--- config.mk ---
export PLATFORM = sky130hd
export DESIGN_NAME = ps2_key_buffer_ctrl
export DESIGN_NICKNAME = d
export VERILOG_FILES = /design/src/rtl/ps2_key_buffer_ctrl.sv
export SDC_FILE = /design/constraint.sdc
export NUM_CORES = 1
export LEC_CHECK = 0
export CAP_MARGIN = 10
export CELL_PAD_IN_SITES_DETAIL_PLACEMENT = 1
export CELL_PAD_IN_SITES_GLOBAL_PLACEMENT = 2
export CORE_MARGIN = 1.5
export CORE_UTILIZATION = 30
export CTS_CLUSTER_SIZE = 25
export DETAILED_ROUTE_END_ITERATION = 8
export PLACE_DENSITY_LB_ADDON = 0.08
export SYNTH_ARGS = -nofsm -noshare
export SYNTH_HDL_FRONTEND = slang
export SYNTH_SLANG_ARGS = --single-unit
export TNS_END_PERCENT = 30
--- constraint.sdc ---
create_clock -name clk -period 2.1 [get_ports clk]
set_input_delay 0.42 -clock clk [delete_from_list [all_inputs] [get_ports clk]]
set_output_delay 0.42 -clock clk [all_outputs]
set_load 0.01 [all_outputs]
--- src/rtl/ps2_key_buffer_ctrl.sv ---
// ps2_key_buffer_ctrl
// Sequences a small PS/2 scancode shift buffer. Received bytes are decoded
// for E0/F0 prefixes; plain make codes are shifted into the buffer
// (sh_data + shren), the clear code empties it (del), and break/extended
// sequences are discarded. Buffer occupancy and a sticky overflow flag are
// tracked here.
//
// Ports:
//   clk       system clock, rising edge
//   rst       asynchronous reset, active low
//   rx_byte   received byte, valid with rx_valid
//   rx_valid  one-cycle strobe, new byte
//   rx_err    one-cycle strobe, parity/framing error
//   sh_data   byte to shift, settles one cycle before shren
//   shren     one-cycle shift pulse
//   del       one-cycle clear pulse
//   count     entries held, 0..DEPTH
//   full      count == DEPTH
//   ovf       sticky, a make code was dropped because the buffer was full
//
// Optional feature: define PS2_REPEAT_FILTER_EN to drop typematic repeats of
// the most recently stored make code until its break code arrives.
module ps2_key_buffer_ctrl #(
  parameter int unsigned DEPTH    = 6,
  parameter logic [7:0]  CLR_CODE = 8'h76,
  parameter int unsigned TIMEOUT  = 50000
) (
  input  logic       clk,
  input  logic       rst,
  input  logic [7:0] rx_byte,
  input  logic       rx_valid,
  input  logic       rx_err,
  output logic [7:0] sh_data,
  output logic       shren,
  output logic       del,
  output logic [3:0] count,
  output logic       full,
  output logic       ovf
);

  localparam int unsigned CW = 4;
  localparam int unsigned TW = 16;
  localparam logic [7:0]    EXT_CODE = 8'hE0;
  localparam logic [7:0]    BRK_CODE = 8'hF0;
  localparam logic [CW-1:0] DEPTH_C  = CW'(DEPTH);
  localparam logic [TW-1:0] TO_LAST  = TW'(TIMEOUT - 1);

  typedef enum logic [1:0] {IDLE, BRK, EXT, EXT_BRK} state_t;

  state_t        state;
  logic [TW-1:0] to_cnt;
  logic          pend;
  logic          accept;
  logic          rep_hit;
  logic          is_plain;

  // A byte is taken only outside the two-cycle store window and without error.
  assign accept   = rx_valid && !rx_err && !pend && !shren;
  assign is_plain = (rx_byte != EXT_CODE) && (rx_byte != BRK_CODE) &&
                    (rx_byte != CLR_CODE);
  assign full     = (count == DEPTH_C);

`ifdef PS2_REPEAT_FILTER_EN
  logic       held;
  logic [7:0] held_code;

  assign rep_hit = held && (rx_byte == held_code);

  // Remembers the last stored make code until its break, a clear or an error.
  always_ff @(posedge clk or negedge rst) begin
    if (!rst) begin
      held      <= 1'b0;
      held_code <= 8'h00;
    end else if (rx_err) begin
      held <= 1'b0;
    end else if (accept) begin
      case (state)
        IDLE: begin
          if (rx_byte == CLR_CODE) begin
            held <= 1'b0;
          end else if (is_plain && !rep_hit && !full) begin
            held      <= 1'b1;
            held_code <= rx_byte;
          end
        end
        BRK: begin
          if (rep_hit) held <= 1'b0;
        end
        default: ;
      endcase
    end
  end
`else
  assign rep_hit = 1'b0;
`endif

  // Prefix decode FSM, store/clear sequencing, occupancy and timeout.
  always_ff @(posedge clk or negedge rst) begin
    if (!rst) begin
      state   <= IDLE;
      to_cnt  <= '0;
      pend    <= 1'b0;
      sh_data <= 8'h00;
      shren   <= 1'b0;
      del     <= 1'b0;
      count   <= '0;
      ovf     <= 1'b0;
    end else begin
      shren <= 1'b0;
      del   <= 1'b0;

      // Second half of a store: sh_data has been stable for a cycle.
      if (pend) begin
        pend  <= 1'b0;
        shren <= 1'b1;
        if (count != DEPTH_C) count <= count + CW'(1);
      end

      if (rx_err) begin
        state  <= IDLE;
        to_cnt <= '0;
      end else if (accept) begin
        to_cnt <= '0;
        case (state)
          IDLE: begin
            if (rx_byte == EXT_CODE) begin
              state <= EXT;
            end else if (rx_byte == BRK_CODE) begin
              state <= BRK;
            end else if (rx_byte == CLR_CODE) begin
              del   <= 1'b1;
              count <= '0;
              ovf   <= 1'b0;
            end else if (!rep_hit) begin
              if (full) begin
                ovf <= 1'b1;
              end else begin
                sh_data <= rx_byte;
                pend    <= 1'b1;
              end
            end
          end
          BRK:     state <= IDLE;
          EXT:     state <= (rx_byte == BRK_CODE) ? EXT_BRK : IDLE;
          EXT_BRK: state <= IDLE;
          default: state <= IDLE;
        endcase
      end else if (state != IDLE) begin
        // Abandon a prefix whose follow-up byte never arrives.
        if (rx_valid) begin
          to_cnt <= '0;
        end else if (to_cnt == TO_LAST) begin
          state  <= IDLE;
          to_cnt <= '0;
        end else begin
          to_cnt <= to_cnt + TW'(1);
        end
      end else begin
        to_cnt <= '0;
      end
    end
  end

endmodule

==> flow_summary.rst <==
.. list-table::
   :header-rows: 1

   * - Metric
     - Value
   * - CTS root buffer
     - sky130_fd_sc_hd__clkbuf_8
   * - Final setup margin
     - 0.0542 ns
   * - Leakage power total
     - 0.932 nW
   * - Power density relative to cell area
     - 918 mW/mm^2
   * - Most frequently used flop master after synthesis
     - sky130_fd_sc_hd__dfrtp_1
   * - Max Buffers Root-to-Sink
     - 2
   * - Total wire length
     - 4.12 mm
   * - Final Hold Violating Endpoints
     - 0
   * - Via count normalized by instance count
     - 4.80
   * - Inserted Clock Buffers
     - 5
   * - Leading cell types in the layout, fill and taps excluded
     - 33 x sky130_fd_sc_hd__dfrtp_1, 24 x sky130_fd_sc_hd__clkdlybuf4s50_1, 23 x sky130_fd_sc_hd__buf_4
   * - Number of antenna violations at the first check in global routing
     - 0
   * - Max-cap violation count
     - 0
   * - Highest attainable clock frequency
     - 489 MHz
   * - Largest net degree at the start of global routing
     - 35
   * - Reg clk slew, reported paths
     - 0.06 ns
   * - Synthesized Nets
     - 166
   * - Rel. slew slack
     - 70.1%
   * - Final GP Congestion
     - 0.740
   * - Fraction of registers with async set or reset after synthesis
     - 100%
   * - Area of the die
     - 0.00580 mm^2
   * - Total negative slack for setup checks
     - 0 ns
   * - GRT overflow
     - 0
   * - Sequential area share after synthesis
     - 53.0%
   * - Yosys warning count
     - 0
   * - Site row count
     - 26
   * - Number of max-slew violations in the final report
     - 0
   * - Crit path kind
     - flip-flop to flip-flop
   * - Data required time at the worst endpoint
     - 2.26 ns
   * - Post-DRT Antenna Nets
     - 0
   * - Detailed-routing iteration count for the pre-antenna-repair pass
     - 4
   * - Number of design rule violations left after detail routing
     - 0
   * - Post-route total power
     - 2.09 mW
   * - Via count of the routed design
     - 1334
   * - Clock latency on the worst-skew pair
     - 0.28 ns
   * - Number of H-tree branching levels
     - 2
   * - Number of hold buffers added after cts
     - 0
   * - Share of the synthesized area in the top cell type
     - 53.0%
   * - Count of final setup violators
     - 0
   * - Tcrit/Tclk final
     - 97.4%
   * - Most common cell after layout, fill and taps aside
     - sky130_fd_sc_hd__dfrtp_1
   * - Clock sink count
     - 34
   * - Die Span Y
     - 76.2 um
   * - Number of flops mapped to enable cells by yosys
     - 0
   * - Peak supply drop
     - 0.458 mV
   * - Class of the worst hold path
     - flip-flop to flip-flop
   * - Worst hold slack after final layout
     - 0.460 ns
   * - Number of global-route vias before repair
     - 1465
   * - Overall die width
     - 76.2 um
   * - Largest driver fanout on the critical path
     - 4
   * - Share of cells above drive strength 1
     - 21.6%
   * - Delay contributed by the slowest stage of the critical path
     - 0.40 ns
   * - Endpoint kind of the worst setup timing path
     - flip-flop
   * - Net count reported at finish
     - 223
   * - First-iteration detailed-routing DRC count
     - 44
   * - CP arrival
     - 2.21 ns
   * - Post-place setup slack
     - -0.406 ns
   * - Setup repair after global routing missed its margin
     - false
   * - Initial core utilization
     - 31.3%
   * - Crit path max-delay cell type
     - sky130_fd_sc_hd__or3b_4
   * - Cell area after technology mapping
     - 0.00161 mm^2
   * - Status
     - completed
   * - Diode count
     - 0
   * - Mean instance size in the synthesized netlist
     - 10.6 um^2
   * - Synth area leaders
     - sky130_fd_sc_hd__dfrtp_1 53%, sky130_fd_sc_hd__xnor2_1 6.5%, sky130_fd_sc_hd__mux2_2 5.6%, sky130_fd_sc_hd__nor2_1 4.4%, sky130_fd_sc_hd__ha_1 2.3%
   * - Wire per inst
     - 14.8 um
   * - Type of origin of the critical path
     - flip-flop
   * - Global-route wire length before repair
     - 7.31 mm
   * - Top-level I/O count
     - 28
   * - Number of flip-flops and latches in the synthesized netlist
     - 34
   * - Distinct cell type count after synthesis
     - 33
   * - Cells after Synth
     - 151
   * - Final setup skew
     - 0.00272 ns
   * - Number of input and output port buffers inserted
     - 27
   * - Post-synth top area cell
     - sky130_fd_sc_hd__dfrtp_1
   * - Area added between synthesis and finish
     - 41.4%
   * - Slew at the pin closest to its max-slew limit
     - 0.448 ns
   * - Final HPWL DP
     - 3.07 mm
   * - Core box area
     - 0.00514 mm^2
   * - Time the final worst path needs with I/O delays and setup
     - 2.05 ns
   * - Clock tree from TritonCTS
     - built
   * - Total track usage
     - 16.0%
   * - Worst-path cell chain
     - or3b_4 -> or3_4 -> nor3_4 -> buf_16 -> mux2_2
-- power by group --
group | switching (mW) | total [mW] | internal, mW
clock | 0.216 | 0.444 | 0.228
combinational | 0.282 | 0.745 | 0.463
sequential | 0.107 | 0.898 | 0.790
-- cell usage after synthesis, types with 2 or more instances --
library cell,n
sky130_fd_sc_hd__mux2_2,8
sky130_fd_sc_hd__nand3_1,7
sky130_fd_sc_hd__a21oi_1,7
sky130_fd_sc_hd__nor3_1,6
sky130_fd_sc_hd__or2_2,2
sky130_fd_sc_hd__ha_1,3
sky130_fd_sc_hd__nand4_1,5
sky130_fd_sc_hd__or3_1,2
sky130_fd_sc_hd__nor2b_1,2
sky130_fd_sc_hd__o211ai_1,2
sky130_fd_sc_hd__inv_1,6
sky130_fd_sc_hd__clkbuf_1,2
sky130_fd_sc_hd__nand2_1,9
sky130_fd_sc_hd__nor4_1,6
sky130_fd_sc_hd__nor2_1,19
sky130_fd_sc_hd__xnor2_1,12
sky130_fd_sc_hd__or4_1,2
sky130_fd_sc_hd__nor4b_1,2
sky130_fd_sc_hd__dfrtp_1,34
sky130_fd_sc_hd__and3_1,2
-- routing by layer --
metal / part of all wire (%) / vias up / global-route usage, %
met2: 48 / 20 / 26.1
li1: - / 654 / -
met1: 47 / 658 / 21.0
met5: 0 / - / 0
met4: 0.75 / 0 / 5.00
met3: 3.6 / 2 / 3.59
-- per-stage QoR --
stage	utilization [%]	cell area, um^2	instances
6_report	44.2	2270	278
5_1_grt	44.2	2270	278
4_1_cts	44.0	2260	277
3_5_place_dp	41.5	2130	268
3_3_place_gp	41.5	2130	268
2_1_floorplan	-	1610	151
-- cell families (layout without fill, tap and decap cells) --
group / count (synthesis) / count (layout) / synth area share [%]
AO/OA/AOI/OAI: 13 / 13 / 4.75
XOR/XNOR: 13 / 13 / 7.09
adder cells (fa/ha/maj): 3 / 3 / 2.34
buffers and inverters: 8 / 65 / 1.87
flip-flops: 34 / 34 / 53.0
multiplexers: 8 / 8 / 5.61
AND/OR/NAND/NOR: 72 / 72 / 25.4
-- cell type report --
class,count,area [um^2]
clock buffers,7,76.3
fillers,584,2870
inverters,6,22.5
multi-input cells,109,747
flip-flops and latches,34,852
well taps,70,87.6
repair buffers,52,487
-- registers in the layout (all words and copies together), names as in the netlist --
| signal | count |
|---|---|
| state | 2 |
| ovf | 1 |
| del | 1 |
| sh_data | 8 |
| count | 4 |
| shren | 1 |
| pend | 1 |
| to_cnt | 16 |
-- worst paths after layout --
| check | start | endpoint | slack, ns | depth (start not counted) |
|---|---|---|---|---|
| max | pend$_DFF_PN0_ | sh_data[0]$_DFFE_PN0P_ | 0.05 | 5 |
| min | to_cnt[0]$_DFF_PN0_ | to_cnt[0]$_DFF_PN0_ | 0.46 | 1 |
| max reg2reg | pend$_DFF_PN0_ | sh_data[0]$_DFFE_PN0P_ | 0.05 | 5 |
| min reg2reg | to_cnt[0]$_DFF_PN0_ | to_cnt[0]$_DFF_PN0_ | 0.46 | 1 |
| max in group asynchronous | rst | count[0]$_DFF_PN0_ | 1.20 | 2 |
| min in group asynchronous | rst | to_cnt[9]$_DFF_PN0_ | 0.56 | 2 |
-- timing repair --
action / CTS / global route
gates cloned: 1 / 0
setup endpoints to repair: 9 / 5
pin swaps: 2 / 1
setup buffers: 1 / 1
resized for setup: 10 / 1
-- critical path: cells and delay by family, from the launching register on --
family                 cells  cell delay [ns]
and+or+nand+nor            3             1.06
muxes                      1             0.32
buffers and inverters      1             0.15
DFF                        1             0.39
(Power assumes the default switching activity.)
